==> src/rtl/helloworld_pkg.sv <==
// Shared constants for the HD44780 "Hello World!" writer: command bytes,
// message ROM, delay table and cycle-conversion helpers.
package helloworld_pkg;

  localparam logic [7:0] CMD_FUNC_SET = 8'h38;
  localparam logic [7:0] CMD_DISP_ON  = 8'h0C;
  localparam logic [7:0] CMD_CLEAR    = 8'h01;
  localparam logic [7:0] CMD_ENTRY    = 8'h06;
  localparam logic [7:0] CMD_DDRAM0   = 8'h80;

  localparam int NUM_CMDS = 8;
  localparam int MSG_LEN  = 12;
  localparam int SEQ_LEN  = NUM_CMDS + MSG_LEN;

  localparam logic [7:0] MSG_ROM [MSG_LEN] = '{
    8'h48, 8'h65, 8'h6C, 8'h6C, 8'h6F, 8'h20,
    8'h57, 8'h6F, 8'h72, 8'h6C, 8'h64, 8'h21
  };

  localparam longint unsigned DLY_5MS_US   = 64'd5000;
  localparam longint unsigned DLY_200US_US = 64'd200;
  localparam longint unsigned DLY_50US_US  = 64'd50;
  localparam longint unsigned DLY_2MS_US   = 64'd2000;
  localparam longint unsigned E_PULSE_NS   = 64'd500;

  typedef enum logic [2:0] {
    ST_POWERUP, ST_SETUP, ST_PULSE, ST_WAIT, ST_DONE
  } state_e;

  typedef enum logic [1:0] {
    W_IDLE, W_SETUP, W_PULSE, W_HOLD
  } wphase_e;

  typedef enum logic [1:0] {
    DLY_5MS, DLY_200US, DLY_50US, DLY_2MS
  } dly_e;

  typedef struct packed {
    logic       rs;
    logic [7:0] data;
    dly_e       dly;
  } seq_entry_t;

  function automatic longint unsigned us_to_cyc(input longint unsigned us,
                                                input longint unsigned hz);
    return (us * hz + 64'd999_999) / 64'd1_000_000;
  endfunction

  function automatic longint unsigned ns_to_cyc(input longint unsigned ns,
                                                input longint unsigned hz);
    return (ns * hz + 64'd999_999_999) / 64'd1_000_000_000;
  endfunction

  // The three leading 0x38 writes are the HD44780 reset-by-instruction dance.
  function automatic seq_entry_t seq_entry(input logic [4:0] idx);
    seq_entry_t e;
    logic [3:0] m;
    m = 4'(idx - 5'd8);
    case (idx)
      5'd0:    e = '{1'b0, CMD_FUNC_SET, DLY_5MS};
      5'd1:    e = '{1'b0, CMD_FUNC_SET, DLY_200US};
      5'd2:    e = '{1'b0, CMD_FUNC_SET, DLY_50US};
      5'd3:    e = '{1'b0, CMD_FUNC_SET, DLY_50US};
      5'd4:    e = '{1'b0, CMD_DISP_ON,  DLY_50US};
      5'd5:    e = '{1'b0, CMD_CLEAR,    DLY_2MS};
      5'd6:    e = '{1'b0, CMD_ENTRY,    DLY_50US};
      5'd7:    e = '{1'b0, CMD_DDRAM0,   DLY_50US};
      default: e = '{1'b1, MSG_ROM[m],   DLY_50US};
    endcase
    return e;
  endfunction

endpackage

==> src/rtl/helloworld_lcd_byte_writer.sv <==
// One HD44780 write: 1 setup cycle, PULSE_CYC cycles of E high, then E low
// with RS/data held for wait_cycles_i cycles. A new start may be accepted on done.
module lcd_byte_writer
  import helloworld_pkg::*;
#(
  parameter int CNT_W     = 18,
  parameter int PULSE_CYC = 4
) (
  input  logic             clk_i,
  input  logic             rst_ni,
  input  logic             start_i,
  input  logic             rs_i,
  input  logic [7:0]       data_i,
  input  logic [CNT_W-1:0] wait_cycles_i,
  output logic             lcd_rs_o,
  output logic             lcd_e_o,
  output logic [7:0]       lcd_data_o,
  output logic             pulse_end_o,
  output logic             done_o
);

  wphase_e          phase_q, phase_d;
  logic [CNT_W-1:0] cnt_q, cnt_d;
  logic [CNT_W-1:0] wait_q, wait_d;
  logic             rs_q, rs_d;
  logic             e_q, e_d;
  logic [7:0]       data_q, data_d;
  logic             accept;

  assign pulse_end_o = (phase_q == W_PULSE) && (cnt_q == CNT_W'(PULSE_CYC - 1));
  assign done_o      = (phase_q == W_HOLD) && (cnt_q == wait_q - CNT_W'(1));
  assign accept      = start_i && ((phase_q == W_IDLE) || done_o);

  always_comb begin
    phase_d = phase_q;
    cnt_d   = cnt_q;
    wait_d  = wait_q;
    rs_d    = rs_q;
    e_d     = e_q;
    data_d  = data_q;
    if (accept) begin
      phase_d = W_SETUP;
      rs_d    = rs_i;
      data_d  = data_i;
      wait_d  = wait_cycles_i;
      cnt_d   = '0;
    end else begin
      case (phase_q)
        W_SETUP: begin
          phase_d = W_PULSE;
          e_d     = 1'b1;
          cnt_d   = '0;
        end
        W_PULSE: begin
          if (pulse_end_o) begin
            phase_d = W_HOLD;
            e_d     = 1'b0;
            cnt_d   = '0;
          end else begin
            cnt_d = cnt_q + CNT_W'(1);
          end
        end
        W_HOLD: begin
          if (done_o) begin
            phase_d = W_IDLE;
            cnt_d   = '0;
          end else begin
            cnt_d = cnt_q + CNT_W'(1);
          end
        end
        default: ;
      endcase
    end
  end

  always_ff @(posedge clk_i or negedge rst_ni) begin
    if (!rst_ni) begin
      phase_q <= W_IDLE;
      cnt_q   <= '0;
      wait_q  <= '0;
      rs_q    <= 1'b0;
      e_q     <= 1'b0;
      data_q  <= 8'h00;
    end else begin
      phase_q <= phase_d;
      cnt_q   <= cnt_d;
      wait_q  <= wait_d;
      rs_q    <= rs_d;
      e_q     <= e_d;
      data_q  <= data_d;
    end
  end

  assign lcd_rs_o   = rs_q;
  assign lcd_e_o    = e_q;
  assign lcd_data_o = data_q;

endmodule

==> src/rtl/helloworld.sv <==
// Drives an HD44780 in 8-bit mode through its init sequence, then writes
// "Hello World!" once and parks in DONE with E low.
module helloworld
  import helloworld_pkg::*;
#(
  parameter int unsigned CLK_FREQ_HZ = 8000000,
  parameter int unsigned POWERUP_US  = 20000
) (
  input  logic       clk_i,
  input  logic       rst_ni,
  output logic       lcd_rs_o,
  output logic       lcd_e_o,
  output logic [7:0] lcd_databus_o
);

  localparam longint unsigned HZ         = 64'(CLK_FREQ_HZ);
  localparam longint unsigned PWR_CYC    = us_to_cyc(64'(POWERUP_US), HZ);
  localparam longint unsigned W5MS_CYC   = us_to_cyc(DLY_5MS_US, HZ);
  localparam longint unsigned W200US_CYC = us_to_cyc(DLY_200US_US, HZ);
  localparam longint unsigned W50US_CYC  = us_to_cyc(DLY_50US_US, HZ);
  localparam longint unsigned W2MS_CYC   = us_to_cyc(DLY_2MS_US, HZ);
  localparam longint unsigned PULSE_L    = ns_to_cyc(E_PULSE_NS, HZ);
  localparam int              PULSE_CYC  = (PULSE_L < 64'd1) ? 1 : int'(PULSE_L);
  localparam longint unsigned MAX_CYC    = (PWR_CYC > W5MS_CYC) ? PWR_CYC : W5MS_CYC;
  localparam int              CNT_W      = $clog2(MAX_CYC + 64'd1);

  state_e           state_q;
  logic [4:0]       idx_q;
  logic [CNT_W-1:0] cnt_q;

  logic [4:0]       sel_idx;
  seq_entry_t       entry;
  logic [CNT_W-1:0] wait_cyc;
  logic             pwr_done;
  logic             more;
  logic             wr_start;
  logic             wr_pulse_end;
  logic             wr_done;

  // The byte to launch next: index 0 out of power-up, otherwise the successor.
  assign sel_idx  = (state_q == ST_POWERUP) ? 5'd0 : idx_q + 5'd1;
  assign entry    = seq_entry(sel_idx);
  assign pwr_done = (state_q == ST_POWERUP) && (cnt_q == CNT_W'(PWR_CYC - 64'd1));
  assign more     = (idx_q != 5'(SEQ_LEN - 1));
  assign wr_start = pwr_done || ((state_q == ST_WAIT) && wr_done && more);

  always_comb begin
    wait_cyc = CNT_W'(W50US_CYC);
    case (entry.dly)
      DLY_5MS:   wait_cyc = CNT_W'(W5MS_CYC);
      DLY_200US: wait_cyc = CNT_W'(W200US_CYC);
      DLY_2MS:   wait_cyc = CNT_W'(W2MS_CYC);
      default:   wait_cyc = CNT_W'(W50US_CYC);
    endcase
  end

  always_ff @(posedge clk_i or negedge rst_ni) begin
    if (!rst_ni) begin
      state_q <= ST_POWERUP;
      idx_q   <= 5'd0;
      cnt_q   <= '0;
    end else begin
      case (state_q)
        ST_POWERUP: begin
          if (pwr_done) begin
            state_q <= ST_SETUP;
            idx_q   <= 5'd0;
            cnt_q   <= '0;
          end else begin
            cnt_q <= cnt_q + CNT_W'(1);
          end
        end
        ST_SETUP: state_q <= ST_PULSE;
        ST_PULSE: if (wr_pulse_end) state_q <= ST_WAIT;
        ST_WAIT: begin
          if (wr_done) begin
            if (more) begin
              state_q <= ST_SETUP;
              idx_q   <= idx_q + 5'd1;
            end else begin
              state_q <= ST_DONE;
            end
          end
        end
        default: state_q <= ST_DONE;
      endcase
    end
  end

  lcd_byte_writer #(
    .CNT_W    (CNT_W),
    .PULSE_CYC(PULSE_CYC)
  ) u_writer (
    .clk_i        (clk_i),
    .rst_ni       (rst_ni),
    .start_i      (wr_start),
    .rs_i         (entry.rs),
    .data_i       (entry.data),
    .wait_cycles_i(wait_cyc),
    .lcd_rs_o     (lcd_rs_o),
    .lcd_e_o      (lcd_e_o),
    .lcd_data_o   (lcd_databus_o),
    .pulse_end_o  (wr_pulse_end),
    .done_o       (wr_done)
  );

endmodule

==> config.mk <==
export PLATFORM = sky130hd
export DESIGN_NAME = helloworld
export DESIGN_NICKNAME = d
export VERILOG_FILES = /design/src/rtl/helloworld_pkg.sv /design/src/rtl/helloworld_lcd_byte_writer.sv /design/src/rtl/helloworld.sv
export SDC_FILE = /design/constraint.sdc
export NUM_CORES = 1
export LEC_CHECK = 0
export CORE_ASPECT_RATIO = 0.6
export CORE_MARGIN = 1.5
export CORE_UTILIZATION = 50
export CTS_CLUSTER_DIAMETER = 30
export DETAILED_ROUTE_END_ITERATION = 7
export PLACE_DENSITY_LB_ADDON = 0.12
export SLEW_MARGIN = 30
export SYNTH_ARGS = -nofsm -noshare
export SYNTH_HDL_FRONTEND = slang
export SYNTH_HIERARCHICAL = 1
export SYNTH_SLANG_ARGS = --single-unit
==> constraint.sdc <==
create_clock -name clk_i -period 10.36 [get_ports clk_i]
set_clock_uncertainty 0.2 [all_clocks]
set_input_delay 2.072 -clock clk_i [delete_from_list [all_inputs] [get_ports clk_i]]
set_output_delay 2.072 -clock clk_i [all_outputs]
set_load 0.05 [all_outputs]
==> flow_summary.ini, run 1 <==
[timing]
tightest_slew_ns = 0.847
setup-violations-final = 0
slew_headroom_pct = 43.1
fin_crit_sh_pct = 46.5
rsz0062_at_grt = false
fmax_mhz = 208
fin_crit_ns = 4.82
hold_viol_final = 0
setup_tns_ns = 0
final_max_slew_viol_count = 0

[cells_and_area]
area.growth.synth_to_final_pct = 8.99
fill_cells = 824
diodes = 0
instances_no_fill = 653
drive_gt1_share_pct = 12.8
nets = 539

[power_and_ir_drop]
combPwrFrac_pct = 2.9
p_clk_share_pct = 49.3
p_int_w = 0.000482
pwr-share-seq_pct = 47.8
power_switching_w = 0.000133
ir_drop_v = 0.0000867
p_sw_share_pct = 21.6
powerDensity_nw_per_um2 = 116
cellLeakagePower_nw = 2.35

[detailed_routing]
viasPerCell = 5.95
drtIter0Drc = 316
vias = 3888
routedWlPerCell_um = 17.2
drt-total-wl_mm = 11.2
dr.pass1.iters = 5
drc = 0
antenna_left = 0

[synthesis]
yosysSeqAreaShare_pct = 38.1
synth_seq_cells = 74
async_flop_share_pct = 100
synth_area_um2 = 4860
ys.flop_type = dfrtp_1
yosys.area_share.simple_pct = 22.7
ys_warn_count = 6
yosysTopAreaCellShare_pct = 38.1
synthMuxAreaShare_pct = 7.96
syn_inst = 517
synth-edff-count = 0
synth_compound_area_share_pct = 12.5
synth_area_leaders = dfrtp_1 38%, mux2_2 4.9%, xor2_1 4.9%, ha_1 4.6%, xnor2_1 4.3%
synth_top_family_by_area = simple AND/OR/NAND/NOR gates
syn_avg_cell_area_um2 = 9.40
yosys.area.top_type = dfrtp_1
ys_types = 66
synthXorXnorAreaFrac_pct = 9.19
synthAdderAreaFrac_pct = 4.63

[setup_path]
crit_fanout = 12
crit_arrival_ns = 4.80
crit_path_start_kind = flip-flop
cp.required_ns = 10.34
crit_type = flip-flop to flip-flop
end_kind = flip-flop

[floorplanning]
start_util_pct = 52.3
core_um2 = 9290
die_area_um2 = 10300
die_y_um = 79.4
die_w_um = 130
io_pins = 12
rows = 27

[grt]
grt-ovfl-total = 0
grt_max_degree = 75
antenna_found_initial = 0
grt_pass1_vias = 3471
grt.total_usage_pct = 23.7
grt_pass1_wl_mm = 18.6

[run_status]
outcome = completed

[clocking]
cts_buffer_depth = 2
clkTransAtPathRegs_ns = 0.06
cts_buffers = 9
root_buffer = clkbuf_16
clock_sinks = 74
cts_tree = yes
hold_buffers = 0
insertion_delay_ns = 0.33
ctsResizeCount = 0
htree_num_levels = 3
post_cts_buffers = 0

[placed_design]
place_congestion = 0.845
io_buffers = 11
place_inst = 638
hpwlAfterDp_mm = 8.22

[worst_hold_path]
hold_path.class = flip-flop to flip-flop

[job]
drv_cap = 0
==> layout by cell type, fill, tap and decap left out, types with 4 or more instances in the layout <==
master	synthesis	layout
xor2_1	27	27
xnor2_1	24	24
clkdlybuf4s50_1	0	10
a211oi_1	6	6
a21oi_1	11	11
nand4_1	12	12
mux2_2	21	21
dfrtp_1	74	74
and3_1	12	12
and2_1	4	4
nor3_1	15	15
ha_1	18	18
nand3_1	27	27
inv_1	21	21
nor4b_1	4	4
o21ai_0	25	25
conb_1	1	8
nor4_1	8	8
a221oi_1	6	6
clkbuf_16	0	9
nor2_1	46	46
mux2_4	8	8
nand2_1	47	47
==> path summary, 6_finish.rpt <==
kind	cells after the start	endpoint	slack, ns	from
max	15	u_writer/cnt_q[16]$_DFFE_PN0P_	5.54	u_writer/wait_q[0]$_DFFE_PN0P_
min	1	cnt_q[6]$_DFFE_PN0P_	0.27	cnt_q[6]$_DFFE_PN0P_
max reg2reg	15	u_writer/cnt_q[16]$_DFFE_PN0P_	5.54	u_writer/wait_q[0]$_DFFE_PN0P_
min reg2reg	1	cnt_q[6]$_DFFE_PN0P_	0.27	cnt_q[6]$_DFFE_PN0P_
max in group asynchronous	1	u_writer/cnt_q[12]$_DFFE_PN0P_	7.94	rst_ni
min in group asynchronous	1	cnt_q[3]$_DFFE_PN0P_	1.57	rst_ni
==> stage by stage <==
stage / power, W / setup WS, ns / hold WS, ns / cell area, µm² / utilization [%]
after floorplan: 0.000309 / 6.32 / 0.241 / 4890 / -
after global placement: 0.000317 / 5.79 / 0.261 / 5010 / 53.9
after detailed placement: 0.000317 / 5.62 / 0.262 / 5010 / 53.9
after CTS: 0.000621 / 5.62 / 0.271 / 5290 / 57.0
after global routing: 0.000635 / 5.05 / 0.288 / 5300 / 57.0
final: 0.000615 / 5.54 / 0.269 / 5300 / 57.0
==> metal layers <==
| layer | vias up | routed length, µm | share of wire, % | GRT usage, % |
|---|---|---|---|---|
| met1 | 1908 | 6020 | 54 | 37.9 |
| met5 | - | 0 | 0 | 0 |
| met2 | 122 | 4400 | 39 | 30.9 |
| met3 | 9 | 713 | 6.4 | 6.06 |
| li1 | 1849 | - | - | - |
| met4 | 0 | 86 | 0.77 | 5.00 |
==> cells by family after synthesis <==
family          count (synthesis)
simple gates                  205
compound gates                 87
flops                          74
xor+xnor                       51
buf+inv                        49
mux                            32
fa+ha+maj                      18
other cells                     1
==> worst max-delay path: stages, from the launching register on <==
cell and delay, ns:
dfrtp_1 0.42, inv_1 0.07, ha_1 0.24, nor4b_2 0.57
a21oi_1 0.16, nor4_2 0.33, nand4_2 0.21, nor3_1 0.45
nand3_1 0.15, or3_1 0.46, inv_1 0.14, or2_2 0.20
o21a_1 0.14, nor2_1 0.16, a21oi_1 0.56, o21ai_0 0.20
==> power by group through the flow <==
stage | sequential (W) | combinational, W | clock, W
6_report | 0.000294 | 0.0000179 | 0.000303
5_1_grt | 0.000294 | 0.0000208 | 0.000321
4_1_cts | 0.000293 | 0.0000183 | 0.000309
3_5_place_dp | 0.000299 | 0.0000182 | 0
3_3_place_gp | 0.000299 | 0.0000180 | 0
2_1_floorplan | 0.000297 | 0.0000117 | 0
==> registers in the layout, indices dropped and copies added (netlist names) <==
name / cells
cnt_q: 18
state_q: 3
u_writer/lcd_data_o: 8
u_writer/wait_q: 18
u_writer/phase_q: 2
idx_q: 5
u_writer/lcd_rs_o: 1
u_writer/lcd_e_o: 1
u_writer/cnt_q: 18
==> cell usage after synthesis, types with 8 or more instances <==
cell type / instances
a21oi_1: 11
and3_1: 12
buf_2: 10
clkbuf_1: 12
dfrtp_1: 74
ha_1: 18
inv_1: 21
mux2_2: 21
mux2_4: 8
nand2_1: 47
nand3_1: 27
nand4_1: 12
nor2_1: 46
nor3_1: 15
nor4_1: 8
o21ai_0: 25
xnor2_1: 24
xor2_1: 27
==> area by class of cell <==
class,instances,area (µm²),share of cell area (%)
timing repair buffer,12,119,2.24
tap,130,163,3.07
clock buffer,10,229,4.32
sequential,74,1850,35.0
multi-input combinational,401,2800,52.8
inverter,21,78.8,1.49
clock inverter,5,56.3,1.06
(Power assumes the default switching activity.)
==> run 2, diff against run 1 <==
==> constraint.sdc (replaced) <==
create_clock -name clk_i -period 4.09 [get_ports clk_i]
set_clock_uncertainty 0.2 [all_clocks]
set_input_delay 0.818 -clock clk_i [delete_from_list [all_inputs] [get_ports clk_i]]
set_output_delay 0.818 -clock clk_i [all_outputs]
set_load 0.05 [all_outputs]
==> flow_summary.ini, run 2 (synthesis gave the netlist of run 1 again) <==
[power_and_ir_drop]
powerDensity_nw_per_um2 = 300
ir_drop_v = 0.000260
power_w = 0.00166
cellLeakagePower_nw = 2.48

[placed_design]
placed_cell_area_um2 = 5170
place_congestion = 0.958
io_buffers = 11
hpwlAfterDp_mm = 8.54
place_inst = 660
pre_cts_slack_ns = 0.0110

[detailed_routing]
vias = 4000
m1WireLength_mm = 6.01
top_layer_used = met4
routedWlPerCell_um = 17.4
dr.pass1.iters = 4
drtIter0Drc = 366
drc = 0
wl_met2_mm = 4.67
antenna_left = 0
drt-total-wl_mm = 11.8
dr_wl_met3_um = 857
viasPerCell = 5.92

[cells_and_area]
nets = 561
final_area_um2 = 5540
area.growth.synth_to_final_pct = 13.9
drive_gt1_share_pct = 17.6
final_cell_mix = 74 x dfrtp_1, 47 x nand2_1, 45 x nor2_1
diodes = 0
reg_top3 = cnt_q (18), u_writer/cnt_q (18), u_writer/wait_q (18)
instances_no_fill = 676
final_common_cell = dfrtp_1

[setup_path]
startpoint = u_writer/wait_q[6]$_DFFE_PN0P_
crit_path_start_kind = flip-flop
end_kind = flip-flop
crit_arrival_ns = 3.73
cp.required_ns = 4.14
slowest_delay_ns = 0.47
cp_slowest_cell = dfrtp_1
crit_type = flip-flop to flip-flop
reg2reg_slack_ns = 0.41
crit_fanout = 6
crit_end = u_writer/cnt_q[11]$_DFFE_PN0P_
timing.rr.start = u_writer/wait_q[6]$_DFFE_PN0P_
r2r_end = u_writer/cnt_q[11]$_DFFE_PN0P_
crit_top_cell = nand3_1
worstPathCellList = nor4_4 -> nand2_2 -> nor4_2 -> mux2_2 -> o21ai_1 -> nor3_2 -> nand3_1 -> or3_1 -> inv_1 -> or2_2 -> a21oi_1 -> nand2_1 -> buf_4 -> nand3_1 -> o21ai_0 -> a211oi_1
reg2regPathDepth = 16

[floorplanning]
die_w_um = 130
io_pins = 12
die_y_um = 79.4
start_util_pct = 52.3
core_um2 = 9290
rows = 27
die_area_um2 = 10300

[clocking]
hold_buffers = 0
clkTransAtPathRegs_ns = 0.06
cts_buffer_depth = 2
ctsResizeCount = 0
clock_sinks = 74
post_cts_buffers = 0
htree_num_levels = 3
cts_buffers = 9
insertion_delay_ns = 0.34
root_buffer = clkbuf_16
cts_tree = yes

[worst_hold_path]
hold_path.class = flip-flop to flip-flop

[timing]
tightest_slew_ns = 0.680
hold_viol_final = 0
setup_tns_ns = 0
timing.final.ws_setup_ns = 0.406
slew_headroom_pct = 54.7
final_max_slew_viol_count = 0
fin_crit_ns = 3.68
setup-violations-final = 0
rsz0062_at_grt = false
fmax_mhz = 271
fin_crit_sh_pct = 90.1

[grt]
grt_pass1_wl_mm = 19.7
antenna_found_initial = 0
grt_pass1_vias = 3685
grt.total_usage_pct = 24.9
grt-ovfl-total = 0
grt_max_degree = 75

[job]
drv_cap = 0

[run_status]
outcome = completed
-- run 2: cell types whose count changed in the layout (fill, tap and decap cells not counted), sizes merged --
| cell | change |
|---|---|
| bufinv | +1 |
| buf | +22 |
| clkinvlp | +1 |
| inv | +1 |
| clkinv | -2 |
-- run 2: report_power, final --
| part | internal [W] | switching, W | total, W |
|---|---|---|---|
| clock | 0.000551 | 0.000314 | 0.000865 |
| combinational | 0.0000202 | 0.0000327 | 0.0000529 |
| sequential | 0.000736 | 0.00000597 | 0.000742 |
| total | 0.00131 | 0.000353 | 0.00166 |
-- run 2: per-layer routing --
metal,up-vias,GRT usage (%)
met5,-,0
met2,155,32.8
met1,1948,38.5
met3,18,6.40
met4,0,8.33
li1,1879,-
-- run 2: worst max-delay path: cells and delay by family (launching register included) --
| family | cells | cell delay, ns |
|---|---|---|
| and+or+nand+nor | 9 | 1.57 |
| muxes | 1 | 0.38 |
| AOI/OAI and AO/OA | 4 | 0.70 |
| DFF | 1 | 0.47 |
| buffers and inverters | 2 | 0.28 |
-- run 2: worst min path at each step --
stage / startpoint / endpoint / cells past startpoint
floorplan: cnt_q[6]$_DFFE_PN0P_ / cnt_q[6]$_DFFE_PN0P_ / 1
global placement: cnt_q[6]$_DFFE_PN0P_ / cnt_q[6]$_DFFE_PN0P_ / 1
detailed placement: cnt_q[6]$_DFFE_PN0P_ / cnt_q[6]$_DFFE_PN0P_ / 1
CTS: cnt_q[6]$_DFFE_PN0P_ / cnt_q[6]$_DFFE_PN0P_ / 1
global route: cnt_q[6]$_DFFE_PN0P_ / cnt_q[6]$_DFFE_PN0P_ / 1
finish: cnt_q[6]$_DFFE_PN0P_ / cnt_q[6]$_DFFE_PN0P_ / 1
-- run 2: area by class of cell --
| class | count | area (µm²) |
|---|---|---|
| clock buffers | 10 | 239 |
| clock inverters | 6 | 88.8 |
| fillers | 815 | 3750 |
| inverters | 21 | 78.8 |
| multi-input cells | 401 | 2830 |
| flip-flops and latches | 74 | 1850 |
| well taps | 130 | 163 |
| repair buffers | 34 | 284 |
-- run 2: per-stage QoR --
step	utilization, %	hold slack (ns)
after floorplan	-	0.241
after global placement	55.7	0.256
after detailed placement	55.7	0.260
after CTS	59.2	0.271
after global routing	59.6	0.277
final	59.6	0.269
